### src/rtl/mux_nx1_scan_reg_if.sv
// Bus bundle for mux_nx1_scan_reg: channel inputs and controls in, registered capture results out.
// The err output exists only when MUXN_SEL_ERR_EN is defined.
interface mux_nx1_scan_reg_if #(
    parameter int WIDTH = 8,
    parameter int N     = 8,
    parameter int SELW  = 3
);
    logic [N*WIDTH-1:0] din;
    logic [SELW-1:0]    sel;
    logic               mode;
    logic               en;
    logic [WIDTH-1:0]   y;
    logic               y_valid;
    logic [SELW-1:0]    ch;
    logic               wrap;
    logic               state;
`ifdef MUXN_SEL_ERR_EN
    logic               err;
`endif

    // Handshake: en is a one-cycle capture strobe with no backpressure; y_valid
    // pulses for exactly one cycle on the edge after an accepted capture and
    // y/ch are stable until the next pulse.
`ifdef MUXN_SEL_ERR_EN
    modport master (
        output din, sel, mode, en,
        input  y, y_valid, ch, wrap, state, err
    );
    modport slave (
        input  din, sel, mode, en,
        output y, y_valid, ch, wrap, state, err
    );
`else
    modport master (
        output din, sel, mode, en,
        input  y, y_valid, ch, wrap, state
    );
    modport slave (
        input  din, sel, mode, en,
        output y, y_valid, ch, wrap, state
    );
`endif
endinterface

### src/rtl/mux_nx1_scan_reg.sv
// N-to-1 registered channel mux with manual select and auto-scan sequencing.
// Optional feature macro: MUXN_SEL_ERR_EN (adds err flag for out-of-range manual select).
module mux_nx1_scan_reg #(
    parameter int WIDTH = 8,
    parameter int N     = 8,
    parameter int SELW  = 3
) (
    input  logic                   clk,
    input  logic                   rst_n,
    mux_nx1_scan_reg_if.slave      bus
);
    localparam logic [0:0]      ST_MAN  = 1'b0;
    localparam logic [0:0]      ST_SCAN = 1'b1;
    localparam logic [SELW-1:0] LAST    = SELW'(N - 1);

    logic [0:0]       state;
    logic [SELW-1:0]  cnt;
    logic [SELW-1:0]  scan_idx;
    logic [WIDTH-1:0] scan_data;
    logic [WIDTH-1:0] man_data;
    logic             sel_ok;
    logic [WIDTH-1:0] y_q;
    logic [SELW-1:0]  ch_q;
    logic             y_valid_q;
    logic             wrap_q;
`ifdef MUXN_SEL_ERR_EN
    logic             err_q;
`endif

    // Entering SCAN always starts from channel 0, even if cnt were stale.
    assign scan_idx = (state == ST_SCAN) ? cnt : '0;

    // A select matching no channel index leaves sel_ok low; with N a power of
    // two every encoding matches, so no out-of-range case exists.
    always_comb begin
        scan_data = '0;
        man_data  = '0;
        sel_ok    = 1'b0;
        for (int k = 0; k < N; k++) begin
            if (scan_idx == SELW'(k)) scan_data = bus.din[k*WIDTH +: WIDTH];
            if (bus.sel == SELW'(k)) begin
                man_data = bus.din[k*WIDTH +: WIDTH];
                sel_ok   = 1'b1;
            end
        end
    end

    always_ff @(posedge clk or negedge rst_n) begin
        if (!rst_n) begin
            state     <= ST_MAN;
            cnt       <= '0;
            y_q       <= '0;
            ch_q      <= '0;
            y_valid_q <= 1'b0;
            wrap_q    <= 1'b0;
`ifdef MUXN_SEL_ERR_EN
            err_q     <= 1'b0;
`endif
        end else begin
            y_valid_q <= 1'b0;
            wrap_q    <= 1'b0;
`ifdef MUXN_SEL_ERR_EN
            err_q     <= 1'b0;
`endif
            state <= bus.mode ? ST_SCAN : ST_MAN;
            // Leaving SCAN (or idling in MAN) parks the counter at channel 0.
            if (!bus.mode) cnt <= '0;

            if (bus.en) begin
                if (bus.mode) begin
                    y_q       <= scan_data;
                    ch_q      <= scan_idx;
                    y_valid_q <= 1'b1;
                    wrap_q    <= (scan_idx == LAST);
                    cnt       <= (scan_idx == LAST) ? '0 : scan_idx + SELW'(1);
                end else if (sel_ok) begin
                    y_q       <= man_data;
                    ch_q      <= bus.sel;
                    y_valid_q <= 1'b1;
                end
`ifdef MUXN_SEL_ERR_EN
                else begin
                    y_q   <= '0;
                    ch_q  <= bus.sel;
                    err_q <= 1'b1;
                end
`endif
            end
        end
    end

    assign bus.y       = y_q;
    assign bus.ch      = ch_q;
    assign bus.y_valid = y_valid_q;
    assign bus.wrap    = wrap_q;
    assign bus.state   = state;
`ifdef MUXN_SEL_ERR_EN
    assign bus.err     = err_q;
`endif
endmodule

### src/flat_wrapper.sv
// flat-port wrapper written by rule: the top's interface ports become plain ports
module mux_nx1_scan_reg_flat 
#(
    parameter int WIDTH = 8,
    parameter int N     = 8,
    parameter int SELW  = 3
)
  (clk, rst_n, bus_din, bus_sel, bus_mode, bus_en, bus_y, bus_y_valid, bus_ch, bus_wrap, bus_state);
  mux_nx1_scan_reg_if #(.WIDTH(WIDTH), .N(N), .SELW(SELW)) bus_i ();
  input  logic clk;
  input  logic rst_n;
  input wire logic [$bits(bus_i.din)-1:0] bus_din;
  input wire logic [$bits(bus_i.sel)-1:0] bus_sel;
  input wire logic [$bits(bus_i.mode)-1:0] bus_mode;
  input wire logic [$bits(bus_i.en)-1:0] bus_en;
  output wire logic [$bits(bus_i.y)-1:0] bus_y;
  output wire logic [$bits(bus_i.y_valid)-1:0] bus_y_valid;
  output wire logic [$bits(bus_i.ch)-1:0] bus_ch;
  output wire logic [$bits(bus_i.wrap)-1:0] bus_wrap;
  output wire logic [$bits(bus_i.state)-1:0] bus_state;
  assign bus_i.din = bus_din;
  assign bus_i.sel = bus_sel;
  assign bus_i.mode = bus_mode;
  assign bus_i.en = bus_en;
  assign bus_y = bus_i.y;
  assign bus_y_valid = bus_i.y_valid;
  assign bus_ch = bus_i.ch;
  assign bus_wrap = bus_i.wrap;
  assign bus_state = bus_i.state;
  mux_nx1_scan_reg #(.WIDTH(WIDTH), .N(N), .SELW(SELW)) u_core (.clk(clk), .rst_n(rst_n), .bus(bus_i));
endmodule
### config.mk
export PLATFORM = sky130hd
export DESIGN_NAME = mux_nx1_scan_reg_flat
export DESIGN_NICKNAME = d
export VERILOG_FILES = /design/src/rtl/mux_nx1_scan_reg_if.sv /design/src/rtl/mux_nx1_scan_reg.sv /design/src/flat_wrapper.sv
export SDC_FILE = /design/constraint.sdc
export NUM_CORES = 1
export LEC_CHECK = 0
export CORE_ASPECT_RATIO = 0.7
export CORE_MARGIN = 3
export CORE_UTILIZATION = 35
export DETAILED_ROUTE_END_ITERATION = 10
export GPL_TIMING_DRIVEN = 0
export HOLD_SLACK_MARGIN = 0.1
export PLACE_DENSITY = 0.77
export SYNTH_ARGS = -nofsm -noshare
export SYNTH_HDL_FRONTEND = slang
export SYNTH_SLANG_ARGS = --single-unit
### constraint.sdc
create_clock -name clk -period 2 [get_ports clk]
set_input_delay 0.2 -clock clk [delete_from_list [all_inputs] [get_ports clk]]
set_output_delay 0.2 -clock clk [all_outputs]
set_load 0.1 [all_outputs]
==> summary.txt, run 1 <==
Status = finished with violations
Violated checks = negative setup slack
Layout area overhead = 61.0%
Tcrit/Tclk final = 1.06
Initial antenna violation count = 0
Maximum fanout along the worst path = 7
CP Data Required Time = 2130 ps
Layout cells sized above 1 = 0.169
Post-Route WL = 8910 µm
Relative slew margins = 0.343
Detail Route Antenna Nets = 0
Crit path kind = reg -> reg
1st-pass router iterations = 5
CP startpoint kind = flip-flop
Vias = 2766
Post-Syn Area = 2140 µm²
Top sig layer = met4
Lkg Pwr = 0.00141 µW
Pin count of the biggest net entering global routing = 18
CP endpoint kind = flip-flop
Global Route Usage Sum = 0.233
CP max stage delay = 490 ps
Vias/cell = 6.26
Comb pwr share = 0.569
Synth Register Bits = 17
# H-tree levels = 1
Setup Skew = 2.05 ps
Core Rows = 23
HP Class = in -> reg
Core area = 5810 µm²
Root Driver = clkbuf_8
Clock Path Buffers = 2
NetSw = 717 µW
RSZ-0062 raised after global routing = true
Crit-path cells = buf_8, nand2_8, inv_6, ha_4, ha_4, inv_4, buf_8, buf_12, buf_6, o311ai_0, o21ai_1, o211ai_1
Clock power frac = 0.174
Detailed Place HPWL = 6310 µm
Routed len/inst = 20.2 µm
Detail Route met3 WL = 1170 µm
Commonest non-fill, non-tap cells in the layout = clkdlybuf4s50_1 (77), mux2i_1 (27), nand2_1 (26), nor2_1 (26), dfrtp_1 (16)
# DRC = 0
Clock latency on the worst-skew pair = 260 ps
Tot Pwr = 1580 µW
Gpl congestion = 1.01
Sequential element share of the synthesized area = 0.199
Global-route wire length before repair = 13100 µm
Initial core utilization = 0.368
Internal cell power = 860 µW
Period minus WS final = 2130 ps
Fin Hold WS = 240 ps
Count of clock tree sinks = 17
Setup slack after layout = -126 ps
Port bufs = 81
M1 wire length = 3720 µm
Synth warn = 0
Post-synthesis net count = 349
Slew @ Worst Pin = 985 ps
Clock slew seen by the registers of the worst setup and hold paths = 70 ps
Pins Over Slew Limit = 0
Nets@finish = 443
Max_cap viols = 0
PwrDens = 458 nW/µm²
Synth unique cells = 42
Die height = 71.4 µm
Post-Syn Instances = 274
Crit-path slowest cell = dfrtp_4
Die area = 7100 µm²
Vias in the first global route = 2562
Grt total ovfl = 0
VDD IR max = 0.288 mV
Die width = 99.4 µm
Antenna diodes = 0
Highest Clock Rate = 470 MHz
Iteration-0 DRC Markers = 347
Fin. Hold Viols = 0
Most common cell after layout, fill and taps aside = clkdlybuf4s50_1
Average cell area after synthesis = 7.80 µm²
CTS tree = done
Switching portion of total power = 0.455
Worst EP arrival = 2250 ps
TritonCTS buffer count = 3
Sequential Power Share = 0.258
Top Ports = 85
Final setup viols = 8
Layout fillers = 501
Met2 Wirelength = 3880 µm
-- critical path, delay by kind of cell (launching register included) --
family,cells,cell delay [ps]
buffers and inverters,6,610
flip-flops,1,490
AO/OA/AOI/OAI,3,490
adder cells (fa/ha/maj),2,320
AND/OR/NAND/NOR,1,80
-- logic make-up (layout without fill, tap and decap cells) --
group / count (synthesis) / in the layout / share of synthesized area
AO/OA/AOI/OAI: 100 / 100 / 0.345
AND/OR/NAND/NOR: 84 / 84 / 0.190
buffers and inverters: 36 / 129 / 0.0848
multiplexers: 33 / 33 / 0.158
flip-flops: 17 / 17 / 0.199
adder cells (fa/ha/maj): 4 / 4 / 0.0234
-- power by group through the flow --
stage	combinational (µW)	sequential [µW]	clock, µW
global route	936	412	298
CTS	853	407	284
finish	897	406	274
floorplan	269	669	0
global placement	832	414	0
detailed placement	838	415	0
-- flip-flops by register name, indices dropped and copies added (netlist names) --
signal / count
u_core.bus.y: 8
u_core.bus.wrap: 1
u_core.bus.y_valid: 1
u_core.bus.state: 1
u_core.bus.ch: 3
u_core.cnt: 3
-- cells in the mapped netlist, drive strengths merged --
library cell,instances,area share
o211a,2,0.0094
a311oi,1,0.0041
o211ai,15,0.053
or2b,1,0.0035
nor3b,1,0.0035
nand4bb,2,0.011
mux2i,27,0.13
nand3,3,0.0070
inv,14,0.025
nand2,30,0.054
dfrtp,17,0.20
or4,1,0.0035
nand2b,4,0.012
ha,4,0.023
a21o,7,0.025
nor2b,6,0.018
nand4,2,0.0059
and2,2,0.0059
o21ai,17,0.040
clkbuf,7,0.012
a22o,7,0.029
and4b,1,0.0047
nor2,27,0.047
nand4b,3,0.012
a31oi,3,0.0088
mux2,6,0.032
o2bb2ai,6,0.025
a22oi,13,0.046
o311ai,7,0.029
a21oi,9,0.026
o21a,1,0.0035
a211oi,2,0.0070
a2111oi,9,0.037
buf,15,0.048
and3,1,0.0029
o2111ai,1,0.0041
-- final cells by class --
type	instances	area, µm²	area share
Sequential cell	17	429	0.125
Clock buffer	3	41.3	0.0120
Inverter	14	65.1	0.0189
Tap cell	75	93.8	0.0273
Buffer	22	165	0.0480
Clock inverter	1	5.00	0.00145
Timing Repair Buffer	89	893	0.260
Multi-Input combinational cell	221	1750	0.508
-- metrics by stage --
stage / cell area, µm² / utilization / TNS (ps) / setup WS, ps / std cells
finish: 3440 / 0.592 / -400 / -126 / 442
global route: 3440 / 0.592 / -941 / -157 / 442
CTS: 3290 / 0.565 / -49.8 / -20.2 / 440
detailed placement: 3140 / 0.540 / -940 / -263 / 430
global placement: 3140 / 0.540 / -838 / -264 / 430
floorplan: 2230 / - / -477 / -78.1 / 274
-- layer usage --
| layer | up-vias | GRT usage |
|---|---|---|
| met1 | 1273 | 0.336 |
| met4 | 0 | 0.0682 |
| met3 | 33 | 0.0574 |
| met5 | - | 0 |
| met2 | 233 | 0.347 |
| li1 | 1227 | - |
-- final timing paths --
path | start | end | slack [ps] | cells after the start
min | bus_en | u_core.bus.y_valid | 240 | 2
min reg2reg | u_core.bus.y[7] | u_core.bus.y[7] | 540 | 2
min in group asynchronous | rst_n | u_core.bus.y_valid | 420 | 1
max in group asynchronous | rst_n | u_core.bus.state | 970 | 1
max reg2reg | u_core.bus.state | u_core.bus.y[3] | -130 | 12
max | u_core.bus.state | u_core.bus.y[3] | -130 | 12
-- timing repair --
| item | CTS | global route |
|---|---|---|
| buffers inserted | 6 | 2 |
| pin swaps | 8 | 18 |
| hold buffers | 0 | 0 |
| gates resized for setup | 22 | 31 |
| setup endpoints to repair | 10 | 10 |
Power figures use the tool's default switching activity.
==> run 2: changes to the inputs <==
--- a/config.mk
+++ b/config.mk
@@ -5,6 +5,7 @@
 export SDC_FILE = /design/constraint.sdc
 export NUM_CORES = 1
 export LEC_CHECK = 0
+export CAP_MARGIN = 30
 export CORE_ASPECT_RATIO = 0.7
 export CORE_MARGIN = 3
 export CORE_UTILIZATION = 35
==> results of run 2 <==
The final DEF is identical to that of run 1; final timing and power are the same.
